## config.mk

```make
export PLATFORM = sky130hd
export DESIGN_NAME = prefix_sum_stage
export DESIGN_NICKNAME = d
export VERILOG_FILES = /design/src/rtl/prefix_pkg.sv /design/src/rtl/prefix_sum_flags.sv /design/src/rtl/prefix_sum_stage.sv
export SDC_FILE = /design/constraint.sdc
export NUM_CORES = 1
export LEC_CHECK = 0
export CAP_MARGIN = 20
export CORE_UTILIZATION = 36
export CTS_CLUSTER_SIZE = 20
export DETAILED_ROUTE_END_ITERATION = 8
export GPL_ROUTABILITY_DRIVEN = 0
export PLACE_DENSITY = 0.6
export SLEW_MARGIN = 20
export SYNTH_ARGS = -nofsm -noshare
export SYNTH_HDL_FRONTEND = slang
export SYNTH_SLANG_ARGS = --single-unit
```

## constraint.sdc

```tcl
create_clock -name clk -period 2.15 [get_ports clk]
set_input_delay 0.43 -clock clk [delete_from_list [all_inputs] [get_ports clk]]
set_output_delay 0.43 -clock clk [all_outputs]
set_load 0.02 [all_outputs]
```

## src/rtl/prefix_pkg.sv

```systemverilog
// Shared types for the prefix adder output stage: default widths, the result
// record and the skid-buffer occupancy states.
package prefix_pkg;

    localparam int PREFIX_WIDTH = 32;
    localparam int PREFIX_TAG_W = 5;

    typedef struct packed {
        logic [PREFIX_WIDTH-1:0] sum;
        logic                    cout;
        logic                    ovf;
        logic                    zero;
        logic                    neg;
        logic [PREFIX_TAG_W-1:0] tag;
    } sum_result_t;

    typedef enum logic [1:0] {
        EMPTY = 2'd0,
        ONE   = 2'd1,
        TWO   = 2'd2
    } skid_state_t;

endpackage

```

## src/rtl/prefix_sum_flags.sv

```systemverilog
// Final sum formation and ALU status flags from the prefix network's
// propagate vector and group carries.
module prefix_sum_flags
    import prefix_pkg::*;
#(
    parameter int WIDTH = PREFIX_WIDTH
) (
    input  logic [WIDTH-1:0] p,
    input  logic [WIDTH-1:0] gc,
    input  logic             c0,
    output logic [WIDTH-1:0] sum,
    output logic             cout,
    output logic             ovf,
    output logic             zero,
    output logic             neg
);

    // Bit i sees the carry out of bit i-1; bit 0 sees the carry-in.
    assign sum  = p ^ {gc[WIDTH-2:0], c0};
    assign cout = gc[WIDTH-1];
    assign ovf  = gc[WIDTH-1] ^ gc[WIDTH-2];
    assign zero = ~|sum;
    assign neg  = sum[WIDTH-1];

endmodule

```

## src/rtl/prefix_sum_stage.sv

```systemverilog
// Registered output stage of the prefix adder: result + flags into a
// 2-entry skid buffer (main register M, skid register S) with valid/ready.
//
// state | meaning
// EMPTY | nothing held, in_ready = 1
// ONE   | M holds the presented result, in_ready = 1
// TWO   | M presented, S holds the next result, in_ready = 0
module prefix_sum_stage
    import prefix_pkg::*;
#(
    parameter int WIDTH = PREFIX_WIDTH,
    parameter int TAG_W = PREFIX_TAG_W
) (
    input  logic             clk,
    input  logic             rst_n,
    input  logic             in_valid,
    output logic             in_ready,
    input  logic [WIDTH-1:0] in_p,
    input  logic [WIDTH-1:0] in_gc,
    input  logic             in_c0,
    input  logic [TAG_W-1:0] in_tag,
    output logic             out_valid,
    input  logic             out_ready,
    output logic [WIDTH-1:0] out_sum,
    output logic             out_cout,
    output logic             out_ovf,
    output logic             out_zero,
    output logic             out_neg,
    output logic [TAG_W-1:0] out_tag,
    output logic             ovf_sticky,
    input  logic             ovf_clr
);

    typedef struct packed {
        logic [WIDTH-1:0] sum;
        logic             cout;
        logic             ovf;
        logic             zero;
        logic             neg;
        logic [TAG_W-1:0] tag;
    } res_t;

    localparam res_t RES_ZERO = '0;

    res_t        in_res;
    res_t        m_q;
    res_t        s_q;
    skid_state_t state;
    logic        in_ready_q;
    logic        out_valid_q;
    logic        sticky_q;
    logic        in_xfer;
    logic        out_xfer;

    prefix_sum_flags #(.WIDTH(WIDTH)) u_flags (
        .p    (in_p),
        .gc   (in_gc),
        .c0   (in_c0),
        .sum  (in_res.sum),
        .cout (in_res.cout),
        .ovf  (in_res.ovf),
        .zero (in_res.zero),
        .neg  (in_res.neg)
    );
    assign in_res.tag = in_tag;

    assign in_xfer  = in_valid & in_ready_q;
    assign out_xfer = out_valid_q & out_ready;

    always_ff @(posedge clk or negedge rst_n) begin
        if (!rst_n) begin
            state       <= EMPTY;
            m_q         <= RES_ZERO;
            s_q         <= RES_ZERO;
            in_ready_q  <= 1'b1;
            out_valid_q <= 1'b0;
        end else begin
            case (state)
                EMPTY: begin
                    if (in_xfer) begin
                        m_q         <= in_res;
                        out_valid_q <= 1'b1;
                        state       <= ONE;
                    end
                end
                ONE: begin
                    if (in_xfer && out_xfer) begin
                        m_q <= in_res;
                    end else if (in_xfer) begin
                        s_q        <= in_res;
                        in_ready_q <= 1'b0;
                        state      <= TWO;
                    end else if (out_xfer) begin
                        out_valid_q <= 1'b0;
                        state       <= EMPTY;
                    end
                end
                TWO: begin
                    if (out_xfer) begin
                        m_q        <= s_q;
                        in_ready_q <= 1'b1;
                        state      <= ONE;
                    end
                end
                default: begin
                    in_ready_q  <= 1'b1;
                    out_valid_q <= 1'b0;
                    state       <= EMPTY;
                end
            endcase
        end
    end

    // A setting transfer takes priority over a simultaneous clear.
    always_ff @(posedge clk or negedge rst_n) begin
        if (!rst_n) begin
            sticky_q <= 1'b0;
        end else if (out_xfer && m_q.ovf) begin
            sticky_q <= 1'b1;
        end else if (ovf_clr) begin
            sticky_q <= 1'b0;
        end
    end

    assign in_ready   = in_ready_q;
    assign out_valid  = out_valid_q;
    assign out_sum    = m_q.sum;
    assign out_cout   = m_q.cout;
    assign out_ovf    = m_q.ovf;
    assign out_zero   = m_q.zero;
    assign out_neg    = m_q.neg;
    assign out_tag    = m_q.tag;
    assign ovf_sticky = sticky_q;

endmodule

```

Word-level counts from Yosys, hierarchy flattened. Index checks and enable logic that the tools add are counted.

Register bits after elaboration: 87. Input port bits: 75. Output and inout bits: 44. Word-level logic and storage cells: 66.

Eq/ne operators: 10. Mux-type cells: 21. Bitwise logic cells: 7. Reductions and logical operators: 12.

Operator list (number): 2-to-1 mux 41 bit (3); case mux 41 bit (3 select lines) (1); OR reduction 32 bit (1); XOR 32 bit (1); inequality test 2 bit, second input constant (7); AND reduction 4 bit (3); 2-to-1 mux 2 bit (5); 2-to-1 mux 1 bit (9); case mux 1 bit (3 select lines) (2); case mux 2 bit (3 select lines) (1); AND reduction 5 bit (1); inequality test 3 bit, second input constant (1); inverter 1 bit (3); AND reduction 3 bit (1); nonzero test 3 bit (1); bitwise AND 1 bit (2); equality test 2 x 1 -> 1 bit, second input constant (1); equality test 2 bit, second input constant (1); logical AND 1 bit (2); zero test 2 bit (1); nonzero test 2 bit (1); zero test 1 bit (1); XOR 1 bit (1).

Logic depth before layout (Yosys ltp). Gate-level depths: netlist (run 1).

Word-level depth: 5. Depth in mapped cells: 6. Depth with buffers taken out: 4.

Modules after synthesis. From an unflattened synthesis (run 1), not the netlist that was laid out.

Cell total of the unflattened synthesis: 290. Area total of the unflattened synthesis: 4199.0 µm².

By module, submodules not included: prefix_sum_stage (instances 1, cells an instance 244, area each 3809.9 µm², seq. area each 2178.3 µm²); prefix_sum_flags (instances 1, cells an instance 46, area each 389.1 µm², seq. area each 0.0 µm²).

Worst setup path before layout (run 1). Ideal clock, no wire load.

Kind: reg2reg. From: reg in_ready_q (netlist: in_ready). To: reg m_q, in the netlist out_ovf. Setup time: 125 ps. Data arrival time: 1678 ps. Required time: 2025 ps. Path slack: 347 ps. Cell stages (with the launch flop): 7. Path buffers: 2. Clock period less this slack: 1803 ps. Path through: dfstp_2 -> and3b_2 -> nand2_2 -> and2_4 -> buf_6 -> buf_12 -> mux2_4.

Cells in the longest elaborated chain, start to end: 4. Elaborated cells on any way between the ends: 5. Classes of those cells: eq/ne (2); bitwise (1); reduce/logical (2).

Ends and longest elaborated chain: start: declaration (RTL line prefix_sum_stage.sv:49) `logic in_ready_q;`; start signal: assignment (RTL line prefix_sum_stage.sv:75) `in_ready_q <= 1'b1;`; start signal: assignment (RTL line prefix_sum_stage.sv:91) `in_ready_q <= 1'b0;`; start signal: assignment (RTL line prefix_sum_stage.sv:101) `in_ready_q <= 1'b1;`; bitwise AND 1 bit * (RTL line prefix_sum_stage.sv:67) `assign in_xfer = in_valid & in_ready_q;`; logical AND 1 bit (RTL line prefix_sum_stage.sv:87) `if (in_xfer && out_xfer) begin`; inequality test 2 bit (no source line); AND reduction 4 bit (no source line) *; end signal: assignment (RTL line prefix_sum_stage.sv:81) `m_q <= in_res;`; end signal: assignment (RTL line prefix_sum_stage.sv:88) `m_q <= in_res;`; end signal: assignment (RTL line prefix_sum_stage.sv:100) `m_q <= s_q;`; end: declaration (RTL line prefix_sum_stage.sv:46) `res_t m_q;`.

Mark *: on every way between the ends. The rest lies on a longest branch, timed or not. A chain may end at the register's enable or synchronous reset.

Worst setup path in the final report (run 1).
From: in in_gc[30]. To: reg m_q, in the netlist out_zero.

Cells in the longest elaborated chain, start to end: 5. Elaborated cells on any way between the ends: 6. Classes of those cells: mux (3); bitwise (1); reduce/logical (2).

Ends and longest elaborated chain: start: declaration (RTL line prefix_sum_stage.sv:19) `input logic [WIDTH-1:0] in_gc,`; XOR 32 bit * (RTL line prefix_sum_flags.sv:19) `assign sum = p ^ {gc[WIDTH-2:0], c0};`; OR reduction 32 bit * (RTL line prefix_sum_flags.sv:22) `assign zero = ~|sum;`; zero test 1 bit * (RTL line prefix_sum_flags.sv:22); 2-to-1 mux 41 bit (on tied branches) (RTL line prefix_sum_stage.sv:87, prefix_sum_stage.sv:80); case mux 41 bit (3 select lines) * (RTL line prefix_sum_stage.sv:78) `case (state)`.

Mark *: on every way between the ends. The rest lies on a longest branch, timed or not. The select of a mux whose other input is x is not followed.

==> impl_metrics.csv, run 1 <==
group,metric,value,unit
clock_tree,cts-root-buf,"clkbuf_16",
sta,period_share,0.9109,
finish,fillCellCount,996,
synthesis,synth_area_leader_cell,"dfrtp_1",
hold_path,min_path_type,"in -> async",
critical_path,worstRegToRegCells,5,
floorplan,core-area,10980,µm²
critical_path,cp.required,2.38,ns
critical_path,start_kind,"input pin",
sta,worst-slew-pin-transition,0.4653,ns
global_routing,grt-ovfl-total,0,
floorplan,io_pins,119,
floorplan,start_util,0.3748,
outcome,status,"finished, final reports clean",
route,via_per_inst,4.766,
synthesis,yosysMostFrequentCell,"dfrtp_1",
synthesis,synthFlopType,"dfrtp_1",
synthesis,avgSynthCellArea,11.13,µm²
route,wire_per_inst,14.03,µm
synthesis,syn-instance-count,370,
global_routing,antenna_found_initial,0,
clock_tree,numCtsBuffers,9,
route,route.final.wire_length,9.285,mm
place,io_buffers,118,
critical_path,crit_fanout,2,
place,dp_cells,646,
clock_tree,ctsResizeCount,0,
critical_path,r2r_start,"state[1]$_DFFE_PN0P_",
floorplan,die_height,108.9,µm
flow_run,drv_cap,0,
power_and_ir_drop,peakVddDrop,0.4342,mV
synthesis,synth_area_leaders,"dfrtp_1 51%, mux2_4 12%, xnor2_1 7.0%",
clock_tree,postCtsSetupRepairBufs,0,
clock_tree,h-tree-depth,3,
synthesis,syn_nets,445,
critical_path,crit_type,"in -> reg",
synthesis,yosys_warnings,0,
finish,drive_gt1_frac,0.2011,
route,drc,0,
synthesis,ys_types,34,
finish,multi_input_area,1824,µm²
global_routing,grt_pass1_vias,3123,
finish,n_antenna_cell,0,
finish,nets,592,
sta,rsz0062_at_grt,"false",
synthesis,synthArstFlopShare,1.000,
sta,slew_viol_final,0,
critical_path,crit_start,"in_gc[30]",
sta,finalSetupViolCount,0,
clock_tree,ctsLongestPathBuffers,2,
route,first_iter_violations,123,
synthesis,synthesis.area,4116,µm²
clock_tree,hold_buffers,0,
route,dr.pass1.iters,4,
power_and_ir_drop,p_leak,2.728,nW
sta,max_clock_freq,0.5106,GHz
synthesis,ys_seq_area_frac,0.5170,
synthesis,synth_top_area_frac,0.5106,
clock_tree,cts.clk_slew.worst_paths,0.06,ns
clock_tree,cts_tree,"done",
global_routing,grt_max_degree,86,
finish,seqCellArea,2128,µm²
finish,fin_util,0.5476,
floorplan,dieWidth,108.9,µm
finish,syn_to_final_growth,46.11,%
sta,post-route-min-period,1.958,ns
floorplan,std_cell_rows,38,
sta,slew_headroom,0.6898,
route,vias,3155,
critical_path,crit_arrival,2.19,ns
floorplan,die-area,11870,µm²
synthesis,synthTopCellsByCount,"84 x dfrtp_1, 43 x o21ai_0, 38 x nand2_1, 35 x a21oi_1, 35 x nor2_1",
global_routing,gr-usage-all-layers,0.1645,
sta,hold_viol_final,0,
sta,fin_tns_setup,0,ns
synthesis,synth_edf_count,0,
route,ant_nets,0,
finish,final_cells,662,
sta,whs,0.1068,ns
critical_path,r2r-end,"out_sum[13]$_DFFE_PN0P_",
critical_path,reg2reg_slack,0.45,ns
global_routing,grt_pass1_wl,14.99,mm
clock_tree,clock_latency,0.33,ns
clock_tree,cts_sinks,85,
critical_path,end_kind,"register",
power_and_ir_drop,power.density,604.8,nW/µm²
synthesis,ys_seq_elements,85,
critical_path,endpoint,"out_zero$_DFFE_PN0P_",
sta,clock_skew,0.006746,ns
place,hpwl,6.681,mm
worst min path at each step:
| stage | start | to | slack, ns | cells past startpoint |
|---|---|---|---|---|
| 2_1_floorplan | rst_n | out_cout$_DFFE_PN0P_ | 0.13 | 0 |
| 3_3_place_gp | s_q[28]$_DFFE_PN0P_ | s_q[28]$_DFFE_PN0P_ | 0.46 | 2 |
| 3_5_place_dp | s_q[20]$_DFFE_PN0P_ | s_q[20]$_DFFE_PN0P_ | 0.47 | 2 |
| 4_1_cts | rst_n | out_sum[23]$_DFFE_PN0P_ | 0.15 | 2 |
| 5_1_grt | rst_n | s_q[0]$_DFFE_PN0P_ | 0.16 | 2 |
| 6_report | rst_n | s_q[0]$_DFFE_PN0P_ | 0.11 | 2 |
registers in the layout, summed over array words and instances, names as in the netlist:
| register | cells |
|---|---|
| out_zero | 1 |
| out_cout | 1 |
| ovf_sticky | 1 |
| out_sum | 32 |
| s_q | 40 |
| out_valid | 1 |
| in_ready | 1 |
| state | 2 |
| out_ovf | 1 |
| out_tag | 5 |
power by group:
part	internal [mW]	total [mW]	switching [mW]	leakage, nW
Sequential	1.60	1.60	0.0000000000000000216	1.18
Combinational	0.224	0.358	0.134	1.39
Clock	1.05	1.68	0.634	0.158
logic make-up (layout without fill, tap and decap cells):
group / after synthesis / in the layout / synth area share
AND/OR/NAND/NOR: 100 / 100 / 0.1088
buffers and inverters: 24 / 176 / 0.04134
XOR/XNOR: 33 / 33 / 0.07021
flip-flops: 85 / 85 / 0.5170
multiplexers: 45 / 45 / 0.1514
AO/OA/AOI/OAI: 83 / 83 / 0.1113
through the flow:
step / setup slack, ns / power (mW) / cell area [µm²]
CTS: 0.1417 / 3.677 / 6015
floorplan: 0.3466 / 1.709 / 4116
global route: 0.1148 / 3.765 / 6015
global placement: -0.1689 / 1.988 / 5689
detailed placement: -0.2005 / 1.992 / 5689
finish: 0.1915 / 3.638 / 6015
layout make-up:
cell class,count,area share
multi-input cells,261,0.3033
inverters,2,0.001248
clock buffers,10,0.03973
repair buffers,158,0.2584
flip-flops and latches,85,0.3539
well taps,140,0.02912
clock inverters,6,0.01435
placed cells by master (no fill, tap or decap), types with 2 or more instances in the layout:
cell / Yosys / routed
nand4_1: 8 / 8
mux2i_1: 6 / 6
o21ai_0: 43 / 43
nor2_1: 35 / 35
or4_1: 2 / 2
clkinv_2: 0 / 2
buf_12: 3 / 6
clkdlybuf4s50_1: 0 / 117
buf_4: 1 / 35
clkbuf_16: 0 / 9
xnor2_1: 33 / 33
nand3_1: 9 / 8
mux2_4: 33 / 33
bufinv_16: 0 / 2
mux2_2: 6 / 6
dfrtp_1: 84 / 84
nand2_1: 38 / 38
inv_1: 2 / 2
a21oi_1: 35 / 35
critical path, cell delays in order:
cell,delay (ns)
clkdlybuf4s50_1,0.47
xnor2_1,0.28
nand4_1,0.13
or4_1,0.57
o41ai_4,0.30
metal layers:
| metal | vias up | routed length [µm] | GRT usage |
|---|---|---|---|
| li1 | 1564 | - | - |
| met1 | 1509 | 4174 | 0.2167 |
| met2 | 74 | 4515 | 0.2655 |
| met3 | 8 | 466 | 0.03407 |
| met4 | 0 | 129 | 0.06081 |
| met5 | - | 0 | 0 |
Power figures use the tool's default switching activity.
==> run 2: changes to the inputs <==
ABC_AREA = 1   (was unset)
==> run 2 against run 1 <==
  * Synthesized area grew 2.2%
  * Sequential share of layout area increased by 0.93 points
  * Highest routed layer unchanged
  * Hold slack got worse by 0.030 ns
  * First-iteration DRC count up 55%
  * Critical path depth down 4
  * Critical path type is now reg -> out
  * Non-clock buffer count shrank 31
  * Combinational power rose to 9.9 times the previous value
==> impl_metrics.csv, run 2 <==
group,metric,value,unit
outcome,status,"finished, final reports clean",
sta,hold_viol_final,0,
critical_path,worstRegToRegCells,6,
flow_run,drv_cap,0,
synthesis,yosysMostFrequentCell,"nand2_1",
synthesis,syn-instance-count,563,
clock_tree,postCtsSetupRepairBufs,0,
critical_path,r2r_start,"state[1]$_DFFE_PN0P_",
critical_path,cp_slowest_cell,"clkdlybuf4s50_1",
synthesis,synthTopCellsByCount,"216 x nand2_1, 84 x dfrtp_1, 64 x inv_1, 48 x nor2_1, 38 x o21ai_1",
route,ant_nets,0,
finish,drive_gt1_frac,0.05124,
route,route.final.wire_length,10.03,mm
clock_tree,cts_sinks,85,
clock_tree,cts_tree,"done",
floorplan,start_util,0.3686,
finish,final_area,5861,µm²
synthesis,synthesis.area,4209,µm²
sta,post-route-min-period,1.905,ns
route,dr.pass1.iters,5,
floorplan,std_cell_rows,39,
synthesis,ys_seq_area_frac,0.5056,
critical_path,crit_fanout,3,
critical_path,start_kind,"register",
floorplan,core-area,11420,µm²
power_and_ir_drop,power.density,1350,nW/µm²
floorplan,io_pins,119,
power_and_ir_drop,power.total,7.915,mW
route,first_iter_violations,191,
sta,finalSetupViolCount,0,
global_routing,grt-ovfl-total,0,
sta,slew_headroom,0.6284,
synthesis,avgSynthCellArea,7.476,µm²
global_routing,grt_pass1_vias,3686,
synthesis,synth_edf_count,0,
place,dp_cells,810,
clock_tree,ctsLongestPathBuffers,2,
synthesis,ys_types,27,
power_and_ir_drop,p_leak,2.866,nW
sta,fin_tns_setup,0,ns
place,dpl_cell_area,5553,µm²
clock_tree,numCtsBuffers,9,
floorplan,dieWidth,110.1,µm
critical_path,crit_chain,"clkdlybuf4s50_1",
hold_path,min_path_type,"in -> async",
clock_tree,cts-root-buf,"clkbuf_16",
route,via_per_inst,4.723,
synthesis,synth_area_leader_cell,"dfrtp_1",
place,io_buffers,118,
critical_path,worst-path-buf-inv,1,
global_routing,antenna_found_initial,0,
synthesis,synthFlopType,"dfrtp_1",
sta,slew_viol_final,0,
sta,max_clock_freq,0.5251,GHz
finish,n_antenna_cell,0,
finish,nets,753,
clock_tree,h-tree-depth,3,
clock_tree,cts.clk_slew.worst_paths,0.06,ns
synthesis,synthArstFlopShare,1.000,
clock_tree,clock_latency,0.34,ns
route,wire_per_inst,12.15,µm
synthesis,syn_nets,638,
critical_path,end_kind,"output port",
synthesis,synth_top_area_frac,0.4994,
sta,period_share,0.8858,
critical_path,crit_type,"reg -> out",
finish,syn_to_final_growth,39.24,%
power_and_ir_drop,peakVddDrop,0.5925,mV
sta,worst-slew-pin-transition,0.5574,ns
critical_path,cp.required,1.72,ns
finish,fillCellCount,1125,
route,drc,0,
route,vias,3901,
sta,clock_skew,0.006907,ns
sta,rsz0062_at_grt,"false",
critical_path,crit_arrival,1.47,ns
finish,final_cells,826,
global_routing,gr-usage-all-layers,0.1764,
clock_tree,ctsResizeCount,0,
finish,mostFrequentLayoutCell,"nand2_1",
global_routing,grt_pass1_wl,16.53,mm
clock_tree,hold_buffers,0,
finish,final_cell_mix,"216 x nand2_1, 117 x clkdlybuf4s50_1, 84 x dfrtp_1",
global_routing,grt_max_degree,46,
synthesis,synth_area_leaders,"dfrtp_1 50%, nand2_1 19%, inv_1 5.7%",
floorplan,die-area,12130,µm²
critical_path,reg2reg_slack,0.57,ns
finish,largest_reg_flops,40,
critical_path,r2r-end,"out_sum[11]$_DFFE_PN0P_",
critical_path,crit_path_max_incr_delay,0.60,ns
synthesis,yosys_warnings,0,
critical_path,cp_top_family,"buffers and inverters",
floorplan,die_height,110.1,µm
finish,top_register,"s_q",
synthesis,ys_seq_elements,85,
place,hpwl,7.149,mm
run 2: cell count changes after synthesis, sizes merged, moves of 4 or more:
cell / delta
inv: +65
mux2: -39
nand3: +20
o21ai: +4
xnor2: -29
a21oi: -34
nor2: +15
mux2i: -6
a31oi: +33
nand2: +177
nand4: -8
run 2: cell type report:
type	count	area [µm²]	share of cell area
clock buffer	10	239.0	0.04078
clock inverter	6	68.82	0.01174
inverter	69	262.8	0.04483
multi-input combinational	386	1699	0.2899
sequential	85	2128	0.3632
tap	143	178.9	0.03053
timing repair buffer	127	1284	0.2190
run 2: report_power, final:
group | total, mW | internal (mW) | leakage [nW] | switching, mW
sequential | 2.80 | 2.37 | 1.01 | 0.437
clock | 1.58 | 0.940 | 0.149 | 0.641
combinational | 3.53 | 1.55 | 1.71 | 1.98
run 2: logic make-up (layout without fill, tap and decap cells):
family          after synthesis  in the layout  share of synthesized area
simple gates                296            296                     0.2797
buf+inv                      92            212                    0.09067
compound gates               85             85                     0.1136
flops                        85             85                     0.5057
xor+xnor                      5              5                    0.01040
run 2: worst max-delay path by stage:
stage                              start            endpoint  slack, ns  depth (start not counted)
floorplan           in_ready$_DFFE_PN1P_  s_q[6]$_DFFE_PN0P_       0.61                          8
global placement                in_valid  s_q[6]$_DFFE_PN0P_       0.26                          9
detailed placement              in_valid  s_q[6]$_DFFE_PN0P_       0.19                          9
CTS                 in_ready$_DFFE_PN1P_            in_ready       0.23                          1
global route        in_ready$_DFFE_PN1P_            in_ready       0.22                          1
finish              in_ready$_DFFE_PN1P_            in_ready       0.25                          1
run 2: layer usage:
| metal | track usage | wire, µm |
|---|---|---|
| met1 | 0.2271 | 4676 |
| met2 | 0.2996 | 4602 |
| met3 | 0.03527 | 635 |
| met4 | 0.05263 | 119 |
| met5 | 0 | 0 |
run 2: per-stage QoR:
stage	util	setup slack [ns]	hold WS, ns
final	0.5133	0.2455	0.07667
after global routing	0.5133	0.2159	0.1189
after CTS	0.5133	0.2309	0.09588
after detailed placement	0.4863	0.1889	0.4569
after global placement	0.4863	0.2615	0.4532
after floorplan	-	0.6123	0.1344
==> run 3: changes to the inputs <==
==> constraint.sdc (replaced) <==
create_clock -name clk -period 2.15 [get_ports clk]
set_input_delay 0.43 -clock clk [delete_from_list [all_inputs] [get_ports clk]]
set_output_delay 0.43 -clock clk [all_outputs]
set_load 0.005 [all_outputs]
==> results of run 3 <==
The final DEF is identical to that of run 2. Status: finished, final reports clean.
Among the figures that moved: setup slack after layout 0.2455 ns -> 0.3488 ns; total power 7.915 mW -> 7.461 mW; worst IR drop on VDD 0.5925 mV -> 0.4974 mV
